<file path="src/rtl/alu4_pkg.sv">
// alu4_pkg: shared definitions for the alu4 issue/writeback slice.
//   DATA_W      - datapath width of the 4-bit ALU and register file
//   OP_ADD..OP_EQ - ALU opcode encodings (000..111)
//   flags_t     - packed {zero, carry, ovf}; zero is bit 2, ovf is bit 0
package alu4_pkg;

  localparam int DATA_W = 4;

  localparam logic [2:0] OP_ADD = 3'b000;
  localparam logic [2:0] OP_SUB = 3'b001;
  localparam logic [2:0] OP_NOT = 3'b010;
  localparam logic [2:0] OP_AND = 3'b011;
  localparam logic [2:0] OP_OR  = 3'b100;
  localparam logic [2:0] OP_XOR = 3'b101;
  localparam logic [2:0] OP_SLT = 3'b110;
  localparam logic [2:0] OP_EQ  = 3'b111;

  typedef struct packed {
    logic zero;
    logic carry;
    logic ovf;
  } flags_t;

endpackage

</file>
<file path="src/rtl/alu4_regfile.sv">
// alu4_regfile: 2**REG_AW x DATA_W register file, R0 hardwired to zero.
// Ports:
//   clk, rst_n          - clock, asynchronous active-low reset (clears all entries)
//   rs1_addr / rs1_data - combinational read port A
//   rs2_addr / rs2_data - combinational read port B
//   wr_en, wr_addr, wr_data - synchronous write port; writes to R0 are dropped
module alu4_regfile
  import alu4_pkg::*;
#(
  parameter int REG_AW = 2
) (
  input  logic              clk,
  input  logic              rst_n,
  input  logic [REG_AW-1:0] rs1_addr,
  output logic [DATA_W-1:0] rs1_data,
  input  logic [REG_AW-1:0] rs2_addr,
  output logic [DATA_W-1:0] rs2_data,
  input  logic              wr_en,
  input  logic [REG_AW-1:0] wr_addr,
  input  logic [DATA_W-1:0] wr_data
);

  localparam int NREG = 1 << REG_AW;

  logic [DATA_W-1:0] regs [NREG];

  always_ff @(posedge clk or negedge rst_n) begin
    if (!rst_n) begin
      for (int i = 0; i < NREG; i++) begin
        regs[i] <= '0;
      end
    end else if (wr_en && (wr_addr != '0)) begin
      regs[wr_addr] <= wr_data;
    end
  end

  assign rs1_data = (rs1_addr == '0) ? '0 : regs[rs1_addr];
  assign rs2_data = (rs2_addr == '0) ? '0 : regs[rs2_addr];

endmodule

</file>
<file path="src/rtl/alu4_issue.sv">
// alu4_issue: issue/writeback stage in front of an external combinational 4-bit ALU.
// Instructions are accepted on in_valid/in_ready, operands are read from the
// register file (with forwarding from the retiring result) into a single execute
// register that drives the ALU. The ALU result retires on res_valid/res_ready,
// is written back to the register file and updates the flags register.
// Ports:
//   clk, rst_n                      - clock, asynchronous active-low reset
//   in_valid/in_ready               - instruction handshake
//   in_op, in_rd, in_rs1, in_rs2    - opcode and register addresses
//   in_use_imm, in_imm              - immediate select and value for operand B
//   alu_a, alu_b, alu_op            - registered ALU operands/opcode
//   alu_out, alu_zero/carry/ovf     - ALU result and flags (combinational)
//   res_valid/res_ready             - result stream handshake
//   res_data, res_rd                - retiring result and its destination
//   flags                           - {zero,carry,ovf} of last retired instruction
// Optional (macro ALU4_STICKY_OVF_EN):
//   ovf_clr    - clears the sticky overflow bit (a simultaneous set wins)
//   sticky_ovf - set by any retire with alu_ovf=1
module alu4_issue
  import alu4_pkg::*;
#(
  parameter int REG_AW = 2
) (
  input  logic              clk,
  input  logic              rst_n,
  input  logic              in_valid,
  output logic              in_ready,
  input  logic [2:0]        in_op,
  input  logic [REG_AW-1:0] in_rd,
  input  logic [REG_AW-1:0] in_rs1,
  input  logic [REG_AW-1:0] in_rs2,
  input  logic              in_use_imm,
  input  logic [3:0]        in_imm,
  output logic [3:0]        alu_a,
  output logic [3:0]        alu_b,
  output logic [2:0]        alu_op,
  input  logic [3:0]        alu_out,
  input  logic              alu_zero,
  input  logic              alu_carry,
  input  logic              alu_ovf,
  output logic              res_valid,
  input  logic              res_ready,
  output logic [3:0]        res_data,
  output logic [REG_AW-1:0] res_rd,
  output logic [2:0]        flags
`ifdef ALU4_STICKY_OVF_EN
  ,
  input  logic              ovf_clr,
  output logic              sticky_ovf
`endif
);

  logic                     vld_p1;
  logic [2:0]               op_p1;
  logic [REG_AW-1:0]        rd_p1;
  logic [DATA_W-1:0]        a_p1;
  logic [DATA_W-1:0]        b_p1;
  flags_t                   flags_q;

  logic                     issue;
  logic                     retire;
  logic                     fwd_en;
  logic [DATA_W-1:0]        rs1_data;
  logic [DATA_W-1:0]        rs2_data;
  logic [DATA_W-1:0]        a_p0;
  logic [DATA_W-1:0]        b_p0;

  // Forwarding mux: when the instruction in E retires on the same edge and
  // targets the register being read, the register file still holds the old
  // value, so the ALU result is taken directly instead.
  function automatic logic [DATA_W-1:0] fwd_sel(
    input logic              hit,
    input logic [DATA_W-1:0] fwd_val,
    input logic [DATA_W-1:0] rf_val
  );
    return hit ? fwd_val : rf_val;
  endfunction

  assign in_ready = !vld_p1 || res_ready;
  assign issue    = in_valid && in_ready;
  assign retire   = vld_p1 && res_ready;
  // R0 is never written, so a retire to R0 must not forward.
  assign fwd_en   = retire && (rd_p1 != '0);

  alu4_regfile #(
    .REG_AW(REG_AW)
  ) u_regfile (
    .clk     (clk),
    .rst_n   (rst_n),
    .rs1_addr(in_rs1),
    .rs1_data(rs1_data),
    .rs2_addr(in_rs2),
    .rs2_data(rs2_data),
    .wr_en   (retire),
    .wr_addr (rd_p1),
    .wr_data (alu_out)
  );

  // Stage 0: operand selection (register file, forwarding, immediate)
  assign a_p0 = fwd_sel(fwd_en && (in_rs1 == rd_p1), alu_out, rs1_data);
  assign b_p0 = in_use_imm ? in_imm
                           : fwd_sel(fwd_en && (in_rs2 == rd_p1), alu_out, rs2_data);

  // Stage 1: execute register feeding the ALU; holds while the result is stalled
  always_ff @(posedge clk or negedge rst_n) begin
    if (!rst_n) begin
      vld_p1  <= 1'b0;
      op_p1   <= '0;
      rd_p1   <= '0;
      a_p1    <= '0;
      b_p1    <= '0;
      flags_q <= '0;
    end else begin
      if (issue) begin
        vld_p1 <= 1'b1;
        op_p1  <= in_op;
        rd_p1  <= in_rd;
        a_p1   <= a_p0;
        b_p1   <= b_p0;
      end else if (retire) begin
        vld_p1 <= 1'b0;
      end
      if (retire) begin
        flags_q <= '{zero: alu_zero, carry: alu_carry, ovf: alu_ovf};
      end
    end
  end

`ifdef ALU4_STICKY_OVF_EN
  always_ff @(posedge clk or negedge rst_n) begin
    if (!rst_n) begin
      sticky_ovf <= 1'b0;
    end else if (retire && alu_ovf) begin
      sticky_ovf <= 1'b1;
    end else if (ovf_clr) begin
      sticky_ovf <= 1'b0;
    end
  end
`endif

  assign alu_a     = a_p1;
  assign alu_b     = b_p1;
  assign alu_op    = op_p1;
  assign res_valid = vld_p1;
  assign res_data  = alu_out;
  assign res_rd    = rd_p1;
  assign flags     = flags_q;

endmodule

</file>
<file path="config.mk">
export PLATFORM = sky130hd
export DESIGN_NAME = alu4_issue
export DESIGN_NICKNAME = d
export VERILOG_FILES = /design/src/rtl/alu4_pkg.sv /design/src/rtl/alu4_regfile.sv /design/src/rtl/alu4_issue.sv
export SDC_FILE = /design/constraint.sdc
export NUM_CORES = 1
export LEC_CHECK = 0
export BUFFER_PORTS_ARGS = -buffer_cell sky130_fd_sc_hd__buf_2
export CORE_AREA = 8 8 59 80
export CTS_CLUSTER_DIAMETER = 200
export DETAILED_ROUTE_END_ITERATION = 10
export DIE_AREA = 0 0 67 88
export PLACE_DENSITY_LB_ADDON = 0.05
export SYNTH_ARGS = -nofsm -noshare
export SYNTH_HDL_FRONTEND = slang
export SYNTH_SLANG_ARGS = --single-unit
</file>
<file path="constraint.sdc">
create_clock -name clk -period 1.5 [get_ports clk]
set_input_delay 0.075 -clock clk [delete_from_list [all_inputs] [get_ports clk]]
set_output_delay 0.075 -clock clk [all_outputs]
set_load 0.005 [all_outputs]
</file>
# After elaboration in Yosys (flattened, before gate mapping)
# Index checks and enable logic that the tools add are counted.
# totals
latchBits	0
ramBits	0
in_bits	25
n_memories	0
rom_bits	0
register_bits	33
output_inout_bits	22
wordCells	49
# op_classes
n_reduce_logical	12
n_div	0
magnitude_cmp	4
addsub	0
muxes	16
shifts	0
eq_ne	2
bitwise_logic	3
mul	0
# op_table
op	count
4-bit two-way mux	10
4-bit binary-select mux with 2-bit select	2
16-bit bitwise mux	1
3-bit >= comparator, second input constant	3
2-bit NOT with 3-bit output	3
4-bit demux with 2-bit select	1
1-bit logical AND	6
2-bit == test	2
2-bit logical NOT	2
2-bit nonzero test	2
3-bit by 1-bit less-than comparator with 1-bit output, second input constant	1
1-bit two-way mux	2
1-bit logical NOT	1
1-bit logical OR	1

# Depth between registers and ports, before layout
# logic_depth
ltp_word	7
mapped_depth	6
ltp_nobuf	4

# Modules after synthesis
# A second synthesis with hierarchy kept.
# hier_totals
hier_cells	135
hier_area_um2	1532.7
# by_module_without_submodules
module	area_per_inst_um2	seq_area_each_um2	cells_per_inst	n_inst
alu4_issue	898.4	425.4	90	1
alu4_regfile	634.4	300.3	45	1

# Worst setup path before layout
# OpenSTA, ideal clock, no wires.
# synth_timing
path_kind	register to register
startpoint	reg rd_p1[1] (netlist: res_rd[1])
endpoint	reg u_regfile.regs[10] in the netlist's numbering
arrival_ns	1.293
path_slack_ns	0.080
setup_time_ns	0.128
period_less_slack_ns	1.420
n_path_buf	1
path_stages_with_launch	5
path_cell_list	dfrtp_1 -> nand2b_1 -> or2_1 -> clkbuf_1 -> mux2_1
# synth_between
elab_chain_cells	6
# synth_rtl
element	line	text
from (decl)	alu4_issue.sv:55	logic [REG_AW-1:0] rd_p1;
from (signal assigned)	alu4_issue.sv:117	rd_p1 <= in_rd;
2-bit NOT with 3-bit output (implied by the code)	alu4_regfile.sv:33	regs[wr_addr] <= wr_data;
3-bit >= comparator (implied by the code) / 3-bit by 1-bit less-than comparator with 1-bit output (equally long branches)	alu4_regfile.sv:33	
1-bit logical AND (implied by the code)	alu4_regfile.sv:33	
4-bit two-way mux (implied by the code)	alu4_regfile.sv:33	
4-bit demux with 2-bit select	alu4_regfile.sv:33	
16-bit bitwise mux	alu4_regfile.sv:33	
to (signal, indexed assignment)	alu4_regfile.sv:33	
to (decl)	alu4_regfile.sv:25	logic [DATA_W-1:0] regs [NREG];
# Parallel ways exist; a longest one is shown, timed or not.
# A chain may end at the register's enable or synchronous reset.

# Worst setup path in the final report
# layout_timing
startpoint	reg rd_p1[1] (netlist: res_rd[1])
endpoint	reg u_regfile.regs[9] in the netlist's numbering
# Same word-level chain as after synthesis.

==> run metrics <==
outcome complete, no violations; drt pass-1 iters 4; hpwl dp 2859 um; dpl ws 0.006016 ns; Startpoint Class flip-flop; largest area contributor in the netlist dfrtp_1; Yosys Warn Count 0; Rel. slew slack 55.66%; largest net degree at the start of global routing 30; post-synthesis net count 150; share of flip-flops with an asynchronous set or reset 100.0%; Storage cell area 729.5 um2; multi-input logic area 740.7 um2; Net Sw Frac 29.84%; Yosys reg bits 29; share of layout cells above drive strength 1 49.71%; Clock power frac 24.8%; routability congestion estimate from global placement 0.8287; Max Root-Sink Buffers 2; worst setup path class reg -> reg; number of global-route vias before repair 1238; Power Density 1294 nW/um2; DR vias 1167; Fmax 686.3 MHz; P_int 1693 uW; min-delay worst type in -> reg; VDD IR max 0.9022 mV; M1 wire length 1587 um; synthesized area per cell 12.13 um2; Filler cells 356; cells after synthesis 125; Non-Filler Instances 215; fin crit share 97.14%; Yosys top cell area share 47.85%; n_diodes 0; grt total ovfl 0; initial core utilization 42.38%; Post-synth top cells dfrtp_1, mux2_2, a21oi_1, mux2i_1, nand4_1; Max-cap violations 0; FF-to-FF path depth 3; Port Buffer Count 46; Die X 67 um; num rows 26; # setup viols final 0; drt wl/cell 17.40 um; leakage 0.0008264 uW; Antenna Nets Post-Route 0; antenna violations before repair 0; WL final 3741 um; post-CTS setup buffers 0; routed length on met3 262 um; Hold Path Depth 2; RSZ-0062 raised after global routing true; WP data required 1.66 ns; number of placed instances, taps included 206; main flop type after synthesis dfrtp_1; Final Max Slew Viols 0; drt via density 5.428; Core Footprint 3578 um2; Top Layer Used met4; Skew-Pair Late Insertion Delay 0.27 ns; H-tree levels 2; Crit. End Element flip-flop; CTS buffer count 5; die height 88 um; Crit Path Max Fanout 7; Root Driver clkbuf_8; TritonCTS clock tree done; Syn-to-layout area delta 23.02%; Hold Vio Cnt, Final 0; Die ar. 5896 um2; power share of the sequential group 48.6%; Final nets 197; post-layout min period 1.457 ns; min-delay src in_op[1]; total chip power 2413 uW; Slew @ Worst Pin 0.6650 ns; IO Count 47; combinational share of power 26.6%; FF-to-FF Start res_rd[1]; sequential area share after synthesis 47.85%; Sw Pwr 720.0 uW; final worst setup slack 0.04284 ns; Post-synth EDFFs 0; DR DRC count 0; dominant cells by area after synthesis dfrtp_1, mux2_2, mux2i_1; Final Skew 0.001818 ns; Iter 0 DRT Violations 51; first-pass GRT wire length 6072 um; Arr. time, crit path 1.61 ns; top-count cell post-synth dfrtp_1; clock sink count 29; met2 wire length 1812 um; Worst Hold Path EP alu_op[1]; synth unique cells 25; reg-to-reg slack, setup 0.04 ns; GRT Util Overall 13.55%; Syn Std Cell Area 1516 um2; FF-to-FF End u_regfile.regs[9]; clock slew at reported path FFs 0.06 ns
[critical path: stages, from the launching register on]
cell and delay [ns]:
dfrtp_2 0.44, nand2b_1 0.26, or2_4 0.31, mux2_1 0.33
[state kept, by name (all words and copies together) (netlist names)]
name / cells
res_rd: 2
alu_a: 4
res_valid: 1
u_regfile.regs: 12
alu_op: 3
flags: 3
alu_b: 4
[timing repair]
item | CTS | global route
hold buffers | 1 | 0
resized for setup | 1 | 4
endpoints found under the hold margin | 29 | 0
gates cloned | 0 | 0
setup endpoints to repair | 2 | 9
pin swaps | 1 | 4
[through the flow]
step	setup TNS (ns)	instance area (um2)	hold WS, ns	utilization (%)
after floorplan	0	1516	-0.2206	-
after global placement	0	1762	0.1370	49.23
after detailed placement	0	1762	0.1427	49.23
after CTS	0	1854	0.02463	51.82
after global routing	-0.05939	1866	0.01967	52.13
final	0	1866	0.02745	52.13
[worst max path at each step]
stage / startpoint / endpoint / cells past startpoint
after global routing: res_rd[0] / alu_a[2] / 4
after detailed placement: res_rd[1] / u_regfile.regs[9] / 3
after global placement: res_rd[1] / u_regfile.regs[9] / 3
final: res_rd[1] / u_regfile.regs[9] / 3
after CTS: res_valid / alu_a[0] / 4
after floorplan: res_rd[1] / u_regfile.regs[10] / 4
[power by group through the flow]
stage | Sequential, uW | Clock (uW) | Combinational [uW]
2_1_floorplan | 1140 | 0 | 412
3_3_place_gp | 1180 | 0 | 631
3_5_place_dp | 1180 | 0 | 645
4_1_cts | 1170 | 616 | 649
5_1_grt | 1200 | 639 | 715
6_report | 1170 | 597 | 642
[layer usage]
layer | GRT usage, % | vias up
met5 | 0 | -
met4 | 5.916 | 0
met3 | 4.994 | 8
met2 | 21.29 | 43
met1 | 16.01 | 558
li1 | - | 558
[cell type report]
type                    count  area share (%)
multi-input cells          86           39.70
flip-flops and latches     29           39.10
repair buffers             50           14.08
clock buffers               8           4.292
well taps                  42           2.817
[placed cells by master, fill, tap and decap left out, types with 2 or more instances in the layout]
cell and count:
mux2_2 20, buf_4 3, a221oi_1 4, o31ai_1 4, a21oi_1 8, clkbuf_1 3
nor2b_2 4, dfrtp_1 26, nand4_1 6, a21boi_0 2, dfrtp_2 3, o21ai_1 4
nand4b_1 3, nand2_1 5, mux2_1 4, a21boi_1 2, buf_2 46, nand2_2 2
clkbuf_8 5, nand2b_1 3, xor2_1 2, mux2i_1 8
[kinds of logic after synthesis]
logic type             Yosys count  synth area share (%)
XOR/XNOR                         2                 1.155
flip-flops                      29                 47.86
AO/OA/AOI/OAI                   26                 12.87
multiplexers                    32                 23.10
buffers and inverters           10                 3.960
AND/OR/NAND/NOR                 26                 11.06
(Power assumes the default switching activity.)
